## src/rtl/ps2_pkg.sv

```systemverilog
// Shared types and constants for the PS/2 host transmitter and keyboard receiver.
package ps2_pkg;

    typedef enum logic [2:0] {
        IDLE,
        INHIBIT,
        START,
        SHIFT,
        STOP,
        ACK,
        WAIT_IDLE
    } ps2_state_e;

    localparam logic [7:0] ADDR_TXDATA = 8'h00;
    localparam logic [7:0] ADDR_STATUS = 8'h01;

    localparam int STAT_BUSY    = 0;
    localparam int STAT_DONE    = 1;
    localparam int STAT_ACK_ERR = 2;
    localparam int STAT_TIMEOUT = 3;
    localparam int STAT_OVERRUN = 4;

    localparam logic [7:0] CMD_SET_LEDS = 8'hED;
    localparam logic [7:0] CMD_ENABLE   = 8'hF4;
    localparam logic [7:0] CMD_RESET    = 8'hFF;

    function automatic logic odd_parity(input logic [7:0] b);
        return ~^b;
    endfunction

endpackage

```

## src/rtl/ps2_line_sync.sv

```systemverilog
// Two-flop synchronizers for the PS/2 clock and data lines plus a clock falling-edge strobe.
module ps2_line_sync (
    input  logic clk,
    input  logic reset_n,
    input  logic clk_in,
    input  logic data_in,
    output logic clk_sync,
    output logic data_sync,
    output logic clk_fall
);

    logic [1:0] clk_ff;
    logic [1:0] data_ff;
    logic       clk_prev;

    // Idle bus is high; resetting to 1 avoids a phantom falling edge after reset.
    always_ff @(posedge clk) begin
        if (!reset_n) begin
            clk_ff   <= 2'b11;
            data_ff  <= 2'b11;
            clk_prev <= 1'b1;
        end else begin
            clk_ff   <= {clk_ff[0], clk_in};
            data_ff  <= {data_ff[0], data_in};
            clk_prev <= clk_ff[1];
        end
    end

    assign clk_sync  = clk_ff[1];
    assign data_sync = data_ff[1];
    assign clk_fall  = clk_prev & ~clk_ff[1];

endmodule

```

## src/rtl/ps2_host_tx.sv

```systemverilog
// PS/2 host-to-device command transmitter with a small memory-mapped register interface.
// state     | meaning
// IDLE      | lines released, accepting a TX byte
// INHIBIT   | clock held low, then request-to-send
// START     | start bit on the line, waiting for falling edge 1
// SHIFT     | data bits 1-7 and parity on edges 2-9
// STOP      | release data for the stop bit on edge 10
// ACK       | sample device acknowledge on edge 11
// WAIT_IDLE | wait for both lines high before finishing
module ps2_host_tx
    import ps2_pkg::*;
#(
    parameter int INHIBIT_CYCLES = 10000,
    parameter int TIMEOUT_CYCLES = 2000000
) (
    input  logic        clk,
    input  logic        reset_n,
    input  logic        ps2_clk_in,
    input  logic        ps2_data_in,
    output logic        ps2_clk_oe,
    output logic        ps2_data_oe,
    input  logic        mem_write,
    input  logic        mem_read,
    input  logic [7:0]  mem_addr,
    input  logic [31:0] mem_wdata,
    output logic [31:0] mem_rdata,
    output logic        tx_busy,
    output logic        tx_done
);

    localparam int INH_W = $clog2(INHIBIT_CYCLES + 1);
    localparam int TO_W  = $clog2(TIMEOUT_CYCLES + 1);

    ps2_state_e       state, state_nxt;
    logic [7:0]       tx_byte, byte_nxt;
    logic [3:0]       bit_idx, idx_nxt;
    logic             data_drive, drive_nxt;
    logic [INH_W-1:0] inh_cnt, inh_nxt;
    logic [TO_W-1:0]  to_cnt, to_nxt;
    logic             ack_ok, ack_ok_nxt;
    logic             set_ack_err, set_timeout, frame_ok;
    logic             done_flag, ack_err_flag, timeout_flag, overrun_flag;
    logic             clk_sync, data_sync, clk_fall;
    logic             wr_tx, rd_status;
    logic [31:0]      status_vec;
    logic             unused_wdata;

    ps2_line_sync u_sync (
        .clk       (clk),
        .reset_n   (reset_n),
        .clk_in    (ps2_clk_in),
        .data_in   (ps2_data_in),
        .clk_sync  (clk_sync),
        .data_sync (data_sync),
        .clk_fall  (clk_fall)
    );

    assign unused_wdata = ^mem_wdata[31:8];
    assign wr_tx        = mem_write && (mem_addr == ADDR_TXDATA);
    assign rd_status    = mem_read && (mem_addr == ADDR_STATUS);
    assign tx_busy      = (state != IDLE);
    assign ps2_clk_oe   = (state == INHIBIT);
    assign ps2_data_oe  = data_drive;

    always_comb begin
        state_nxt   = state;
        byte_nxt    = tx_byte;
        idx_nxt     = bit_idx;
        drive_nxt   = data_drive;
        inh_nxt     = inh_cnt;
        to_nxt      = to_cnt;
        ack_ok_nxt  = ack_ok;
        set_ack_err = 1'b0;
        set_timeout = 1'b0;
        frame_ok    = 1'b0;
        if (state inside {START, SHIFT, STOP, ACK, WAIT_IDLE}) begin
            to_nxt = to_cnt - TO_W'(1);
        end
        // Timeout has priority over any line event seen in the same cycle.
        if (state inside {START, SHIFT, STOP, ACK, WAIT_IDLE} && to_cnt == '0) begin
            state_nxt   = IDLE;
            drive_nxt   = 1'b0;
            set_timeout = 1'b1;
        end else begin
            case (state)
                IDLE: begin
                    if (wr_tx) begin
                        byte_nxt  = mem_wdata[7:0];
                        inh_nxt   = INH_W'(INHIBIT_CYCLES - 1);
                        state_nxt = INHIBIT;
                    end
                end
                INHIBIT: begin
                    if (inh_cnt == '0) begin
                        drive_nxt = 1'b1;
                        to_nxt    = TO_W'(TIMEOUT_CYCLES - 1);
                        state_nxt = START;
                    end else begin
                        inh_nxt = inh_cnt - INH_W'(1);
                    end
                end
                START: begin
                    if (clk_fall) begin
                        drive_nxt = ~tx_byte[0];
                        idx_nxt   = 4'd1;
                        state_nxt = SHIFT;
                    end
                end
                SHIFT: begin
                    if (clk_fall) begin
                        if (bit_idx == 4'd8) begin
                            drive_nxt = ~odd_parity(tx_byte);
                            state_nxt = STOP;
                        end else begin
                            drive_nxt = ~tx_byte[bit_idx[2:0]];
                            idx_nxt   = bit_idx + 4'd1;
                        end
                    end
                end
                STOP: begin
                    if (clk_fall) begin
                        drive_nxt = 1'b0;
                        state_nxt = ACK;
                    end
                end
                ACK: begin
                    if (clk_fall) begin
                        ack_ok_nxt  = ~data_sync;
                        set_ack_err = data_sync;
                        state_nxt   = WAIT_IDLE;
                    end
                end
                WAIT_IDLE: begin
                    if (clk_sync && data_sync) begin
                        frame_ok  = ack_ok;
                        state_nxt = IDLE;
                    end
                end
                default: state_nxt = IDLE;
            endcase
        end
    end

    always_comb begin
        status_vec               = '0;
        status_vec[STAT_BUSY]    = tx_busy;
        status_vec[STAT_DONE]    = done_flag;
        status_vec[STAT_ACK_ERR] = ack_err_flag;
        status_vec[STAT_TIMEOUT] = timeout_flag;
        status_vec[STAT_OVERRUN] = overrun_flag;
    end

    always_ff @(posedge clk) begin
        if (!reset_n) begin
            state        <= IDLE;
            tx_byte      <= '0;
            bit_idx      <= '0;
            data_drive   <= 1'b0;
            inh_cnt      <= '0;
            to_cnt       <= '0;
            ack_ok       <= 1'b0;
            done_flag    <= 1'b0;
            ack_err_flag <= 1'b0;
            timeout_flag <= 1'b0;
            overrun_flag <= 1'b0;
            mem_rdata    <= '0;
            tx_done      <= 1'b0;
        end else begin
            state        <= state_nxt;
            tx_byte      <= byte_nxt;
            bit_idx      <= idx_nxt;
            data_drive   <= drive_nxt;
            inh_cnt      <= inh_nxt;
            to_cnt       <= to_nxt;
            ack_ok       <= ack_ok_nxt;
            tx_done      <= frame_ok;
            // Sticky flags: a set in the same cycle as a status read survives the clear.
            done_flag    <= frame_ok    | (done_flag    & ~rd_status);
            ack_err_flag <= set_ack_err | (ack_err_flag & ~rd_status);
            timeout_flag <= set_timeout | (timeout_flag & ~rd_status);
            overrun_flag <= (wr_tx && state != IDLE) | (overrun_flag & ~rd_status);
            if (mem_read) begin
                mem_rdata <= rd_status ? status_vec : 32'd0;
            end
        end
    end

endmodule

```

## config.mk

```make
export PLATFORM = sky130hd
export DESIGN_NAME = ps2_host_tx
export DESIGN_NICKNAME = d
export VERILOG_FILES = /design/src/rtl/ps2_pkg.sv /design/src/rtl/ps2_line_sync.sv /design/src/rtl/ps2_host_tx.sv
export SDC_FILE = /design/constraint.sdc
export NUM_CORES = 1
export LEC_CHECK = 0
export CELL_PAD_IN_SITES_DETAIL_PLACEMENT = 0
export CELL_PAD_IN_SITES_GLOBAL_PLACEMENT = 2
export CORE_ASPECT_RATIO = 0.6
export CORE_UTILIZATION = 29
export DETAILED_ROUTE_END_ITERATION = 16
export GPL_TIMING_DRIVEN = 1
export HOLD_SLACK_MARGIN = 0.02
export PLACE_DENSITY = 0.86
export SLEW_MARGIN = 25
export SYNTH_ARGS = -nofsm -noshare
export SYNTH_HDL_FRONTEND = slang
export SYNTH_SLANG_ARGS = --single-unit
```

## constraint.sdc

```tcl
create_clock -name clk -period 3 [get_ports clk]
set_input_delay 0.6 -clock clk [delete_from_list [all_inputs] [get_ports clk]]
set_output_delay 0.6 -clock clk [all_outputs]
set_load 0.005 [all_outputs]
```

Yosys cells after proc, flatten, opt, wreduce, memory -nomap -nowiden
Index checks and enable logic that the tools add are counted.

Output and inout bits: 36. Register bits: 94. Logic and storage cells: 113. Bits of input ports: 46.

Add/sub/neg operators: 3. Equal/unequal tests: 18. Order comparisons: 1. Reductions and logical operators: 22. Bitwise logic cells: 17. Muxes and demuxes: 36.

Operators with widths (number): $mux W21 (4); $mux W14 (2); $pmux W14 S2 (1); $mux W3 (8); $logic_not A21 Y1 (1); $pmux W3 S7 (1); $sub A21 B1 Y21 const B (1); $logic_not A14 Y1 (1); $ne A2 B2 Y1 const B (7); $sub A14 B1 Y14 const B (1); $mux W1 (13); $mux W4 (3); $reduce_and A5 Y1 (2); $eq A3 B3 Y1 const B (3); $eq A8 B1 Y1 const B (1); $logic_not A8 Y1 (1); $not A1 Y1 (8); $pmux W4 S2 (1); $reduce_and A8 Y1 (1); $reduce_xnor A8 Y1 (1); $eq A3 B2 Y1 const B (2); $ne A2 B1 Y1 const B (3); $reduce_and A3 Y1 (2); $and A1 B1 Y1 (5); 16 further kinds (24).

Longest topological paths before layout
Depth after elaboration: 6. Gate-level depth with buffers: 8. Gate-level depth less buffers: 7.

Hierarchy
Synthesis repeated with hierarchy kept, for this count alone.

Cells, all modules: 388. Area, all modules: 3375.7 um^2.

Modules (own cells, without submodules): ps2_host_tx (sequential area each 1241.2 um^2, area an instance 3238.1 um^2, cells an instance 377, instances 1); ps2_line_sync (sequential area each 100.1 um^2, area an instance 137.6 um^2, cells an instance 11, instances 1).

Worst setup path after synthesis
Ideal clock, no wire load.

Kind: register -> register. Start point: reg to_cnt[4]. End point: reg to_cnt[20]. Setup slack: 0.440 ns. Required time: 2.926 ns. Cell stages (with the launch flop): 9. Arrival time: 2.485 ns. Path buffers: 3. Clock period less this slack: 2.560 ns. Library setup time: 0.074 ns. Path through: dfxtp_1 -> or3_1 -> buf_2 -> or4_4 -> buf_6 -> or3_1 -> buf_2 -> or4_1 -> a31oi_1.

Cells in the longest elaborated chain, start to end: 5. Elaborated cells between the ends (all ways): 7. Classes of those cells: add/sub: 1; mux: 4; reduce/logical: 2.

RTL lines: start, declared (line ps2_host_tx.sv:39) `logic [TO_W-1:0] to_cnt, to_nxt;`; start signal, assigned (line ps2_host_tx.sv:174) `to_cnt <= to_nxt;`; $sub A21 B1 Y21 (line ps2_host_tx.sv:77) `to_nxt = to_cnt - TO_W'(1);`; $mux W21 (line ps2_host_tx.sv:76) `if (state inside {START, SHIFT, STOP, ACK, WAIT_IDLE}) begin`; $mux W21 (line ps2_host_tx.sv:94) `if (inh_cnt == '0) begin`; $mux W21 (line ps2_host_tx.sv:85) `case (state)`; $mux W21 (*) (line ps2_host_tx.sv:80) `if (state inside {START, SHIFT, STOP, ACK, WAIT_IDLE} && to_cnt == '0) begin`.

Mark *: on every way between the ends. The rest lies on a longest branch, timed or not. A chain may end at the register's enable or synchronous reset.

Final worst setup path
Ends and elaborated chain as after synthesis.

==> results <==
- The run finished with clean final reports.
- The die is approximately 86 um tall.
- The share of post-route cells with drive strength above 1 is 0.0831.
- The number of optimization iterations in the first detailed-route pass is 4.
- The full die area is around 0.012 sq mm.
- The clock tree from TritonCTS is yes.
- The clock root buffer master is sky130_fd_sc_hd__clkbuf_16.
- The initial utilization of the core area, before any placement, comes to 0.298.
- The largest buffer count on any clock path is 2.
- Of the total power, the clock network draws 0.542.
- The maximum fanout count along the critical path is 9.
- Summed over all layers, the routed wires come to 7760 um.
- The net switching power is ~0.43 mW.
- The standby leakage power is 1.52 nW.
- The max-capacitance violation count is 0.
- The worst setup path is launched from a flip-flop.
- The yosys synthesis warning count is 0.
- The detailed placer's ending HPWL is 5590 um.
- The number of synthesized register bits is 67.
- Global routing finished with a remaining overflow of 0.
- The synthesized area per cell is 8.34 sq um.
- The clock latency on the worst-skew pair is approximately 0.33 ns.
- The worst reg-to-reg path cell count is 5.
- The path class of the tightest hold or removal check is reg2reg.
- The actual transition at the worst max-transition pin is 0.589 ns.
- The first global-routing pass estimated roughly 13000 um of wire.
- Entering global routing, the biggest net connects 19 pins.
- Among all cell types in the netlist, the one instantiated most often is sky130_fd_sc_hd__dfxtp_1.
- The worst-case register-to-register setup slack is about 0.36 ns.
- For this run, the register share of the synthesized area comes to 0.397.
- The number of CTS-inserted buffers is 9.
- After synthesis, the most frequently instantiated cells are sky130_fd_sc_hd__dfxtp_1, sky130_fd_sc_hd__a21oi_1, sky130_fd_sc_hd__nor2_1.
- The aggregate negative setup slack is 0 ns.
- Of the post-synthesis cell area, the dominant cell type holds 0.397.
- In this run the critical register-to-register path is launched from to_cnt[4].
- The power density over the cells is roughly 520 mW/mm^2.
- The maximum resistive drop on vdd is around 0.24 mV.
- The instance count of the mapped netlist is 405.
- The die is between 100 and 150 um wide.
- At the worst endpoint, the required time is 3.26 ns.
- The floorplan has 30 rows.
- Data on the critical path arrives at its endpoint at between 2 and 3 ns.
- The final antenna-violating net count is 0.
- The total of endpoints with negative setup slack in the final report is 0.
- For the finished layout, the period the worst path requires is around 2.6 ns.
- For this block, the initial DRC count from the detailed router was around 140.
- The number of diodes is 0.
- The post-cts sizing count is 0.
- The most critical setup path has its endpoint at to_cnt[20].
- The critical path is of the reg2reg type.
- The share of the clock period used by the worst path after layout is 0.881.
- Summing all placed instances gives a cell area of 0.00379 sq mm.
- The number of antenna violations at the first check in global routing came to 0.
- For this design, the CTS-stage hold fixing added 0 buffers.
- The number of global-route vias before repair came to 2548.
- The count of flip-flops with a built-in enable after synthesis is 0.
- Routability-driven placement finished with a final weighted congestion of 0.770.
- Dividing the detail-routed wire length by the instance count gives around 13 um.
- Summing all non-filler instances in the final layout gives an area of 0.00412 sq mm.
- Overall power consumption after layout is estimated at between 2 and 2.5 mW.
- The relative slew slack is 0.607.
- The final-stage net count is between 400 and 500.
- Of the total power, registers draw 0.421.
- 82 I/O pins were placed.
- In the synthesized netlist the dominant register cell turns out to be sky130_fd_sc_hd__dfxtp_1.
- The source of the critical timing path is to_cnt[4].
- The post-CTS setup repair buffer count is 0.
- In the post-synthesis netlist, the biggest area contributors are sky130_fd_sc_hd__dfxtp_1, sky130_fd_sc_hd__buf_4, sky130_fd_sc_hd__xnor2_1, sky130_fd_sc_hd__a21oi_1, sky130_fd_sc_hd__nor2_1.
- In this run the number of H-tree levels came out at 3.
- In this run the standard cell core region covers around 0.011 sq mm.
- The switching share of power is 0.201.
- Clock-pin slew was measured on the worst setup and hold paths at roughly 0.05 ns.
- The layout overhead on the synthesized area is 22.0%.
- The mean number of vias per cell is 4.68.
- Setup repair after global routing left no endpoint under its margin.
- Across every metal layer, demand over resource in global routing totals 0.139.
- The largest area contributor in the netlist is sky130_fd_sc_hd__dfxtp_1.
- The via count of the routed design is approximately 2800.
- The number of hold-slack violations in the final timing report came to 0.
- Buffers placed on the I/O ports in this run total 30.
- The total count of max-transition violations in the final report came to 0.
- The clock arrives with between 0.007 and 0.008 ns of skew.
- The total number of clock tree sinks is between 60 and 70.
- After synthesis the cells add up to around 0.0034 sq mm.
- The share of flip-flops with an asynchronous set or reset is 0.
- Synthesis instantiated 50 different standard cells from the library.
- Derived from the worst setup path, the maximum achievable clock frequency is 0.378 GHz.
- The worst register-to-register path ends at to_cnt[20].
- At the end of the flow the core is filled with cells to 0.364.
- The internal power of the cells totals about 1.7 mW.
- The worst setup path is captured at a flip-flop.
- The share of total power dissipated in combinational logic is 0.037.
- The DRC violation count after routing is 0.
## placed cells by master, fill, tap and decap left out, types with 4 or more instances in the layout
cell                              instances
sky130_fd_sc_hd__nor2b_1                  7
sky130_fd_sc_hd__or2_2                    5
sky130_fd_sc_hd__nand3_1                 12
sky130_fd_sc_hd__or3_1                   11
sky130_fd_sc_hd__nand4_1                  9
sky130_fd_sc_hd__a21oi_1                 39
sky130_fd_sc_hd__o21ai_0                  6
sky130_fd_sc_hd__inv_1                    9
sky130_fd_sc_hd__clkbuf_16                9
sky130_fd_sc_hd__xor2_1                  12
sky130_fd_sc_hd__dfxtp_1                 67
sky130_fd_sc_hd__buf_4                   13
sky130_fd_sc_hd__nand2b_1                10
sky130_fd_sc_hd__conb_1                  27
sky130_fd_sc_hd__clkdlybuf4s50_1         30
sky130_fd_sc_hd__nor2_1                  39
sky130_fd_sc_hd__nor3_1                  10
sky130_fd_sc_hd__ha_1                     4
sky130_fd_sc_hd__or4_1                   10
sky130_fd_sc_hd__nor4_1                  10
sky130_fd_sc_hd__xnor2_1                 23
sky130_fd_sc_hd__nand2_1                 34
## worst max-delay path: stages, from the launching register on
cell,delay [ns]
sky130_fd_sc_hd__dfxtp_1,0.32
sky130_fd_sc_hd__or3_1,0.48
sky130_fd_sc_hd__or4_4,0.58
sky130_fd_sc_hd__or3_1,0.52
sky130_fd_sc_hd__or4_1,0.51
sky130_fd_sc_hd__a31oi_1,0.16
## registers in the layout, indices dropped and copies added, names as in the netlist, 2 cells and up
register	count
state	3
mem_rdata	5
inh_cnt	14
bit_idx	4
tx_byte	8
u_sync.data_ff	2
to_cnt	21
u_sync.clk_ff	2
## worst min-delay path by stage
stage,from,to,depth (start not counted)
floorplan,u_sync.clk_ff[0],u_sync.clk_ff[1],1
global placement,u_sync.data_ff[0],u_sync.data_ff[1],1
detailed placement,u_sync.data_ff[0],u_sync.data_ff[1],1
CTS,u_sync.clk_ff[0],u_sync.clk_ff[1],1
global route,u_sync.clk_ff[0],u_sync.clk_ff[1],1
finish,u_sync.clk_ff[0],u_sync.clk_ff[1],1
## metrics by stage
stage	hold WS [ns]	cells	setup slack (ns)
CTS	0.419	605	0.353
global placement	0.407	589	0.337
floorplan	0.386	431	0.440
detailed placement	0.402	589	0.326
finish	0.415	605	0.356
global route	0.439	605	0.263
## layer usage
layer / wire (um) / global-route usage / vias up
li1: - / - / 1439
met1: 4100 / 0.196 / 1325
met2: 3190 / 0.196 / 66
met3: 382 / 0.0419 / 4
met4: 80 / 0.0534 / 0
met5: 0 / 0 / -
## power by group through the flow
stage               Clock (mW)  Combinational [mW]  Sequential (mW)
global route              1.23              0.0877            0.898
finish                    1.16              0.0784            0.898
global placement             0              0.0775            0.917
detailed placement           0              0.0780            0.917
floorplan                    0              0.0628            0.916
CTS                       1.19              0.0785            0.898
## layout make-up
cell class | instances | area, sq um
sequential | 67 | 1340
inverter | 9 | 33.8
fill | 1188 | 7210
clock buffer | 12 | 256
multi-input combinational | 310 | 1820
tap | 160 | 200
clock inverter | 4 | 72.6
timing repair buffer | 43 | 398
## cell families after synthesis
kind of cell | Yosys count | synth area share
compound gates | 69 | 0.119
flops | 67 | 0.397
simple gates | 172 | 0.268
xor+xnor | 35 | 0.0907
mux | 3 | 0.0163
buf+inv | 54 | 0.0930
fa+ha+maj | 4 | 0.0148
other cells | 1 | 0.00111
No activity file was read; power rests on OpenSTA's default activity.
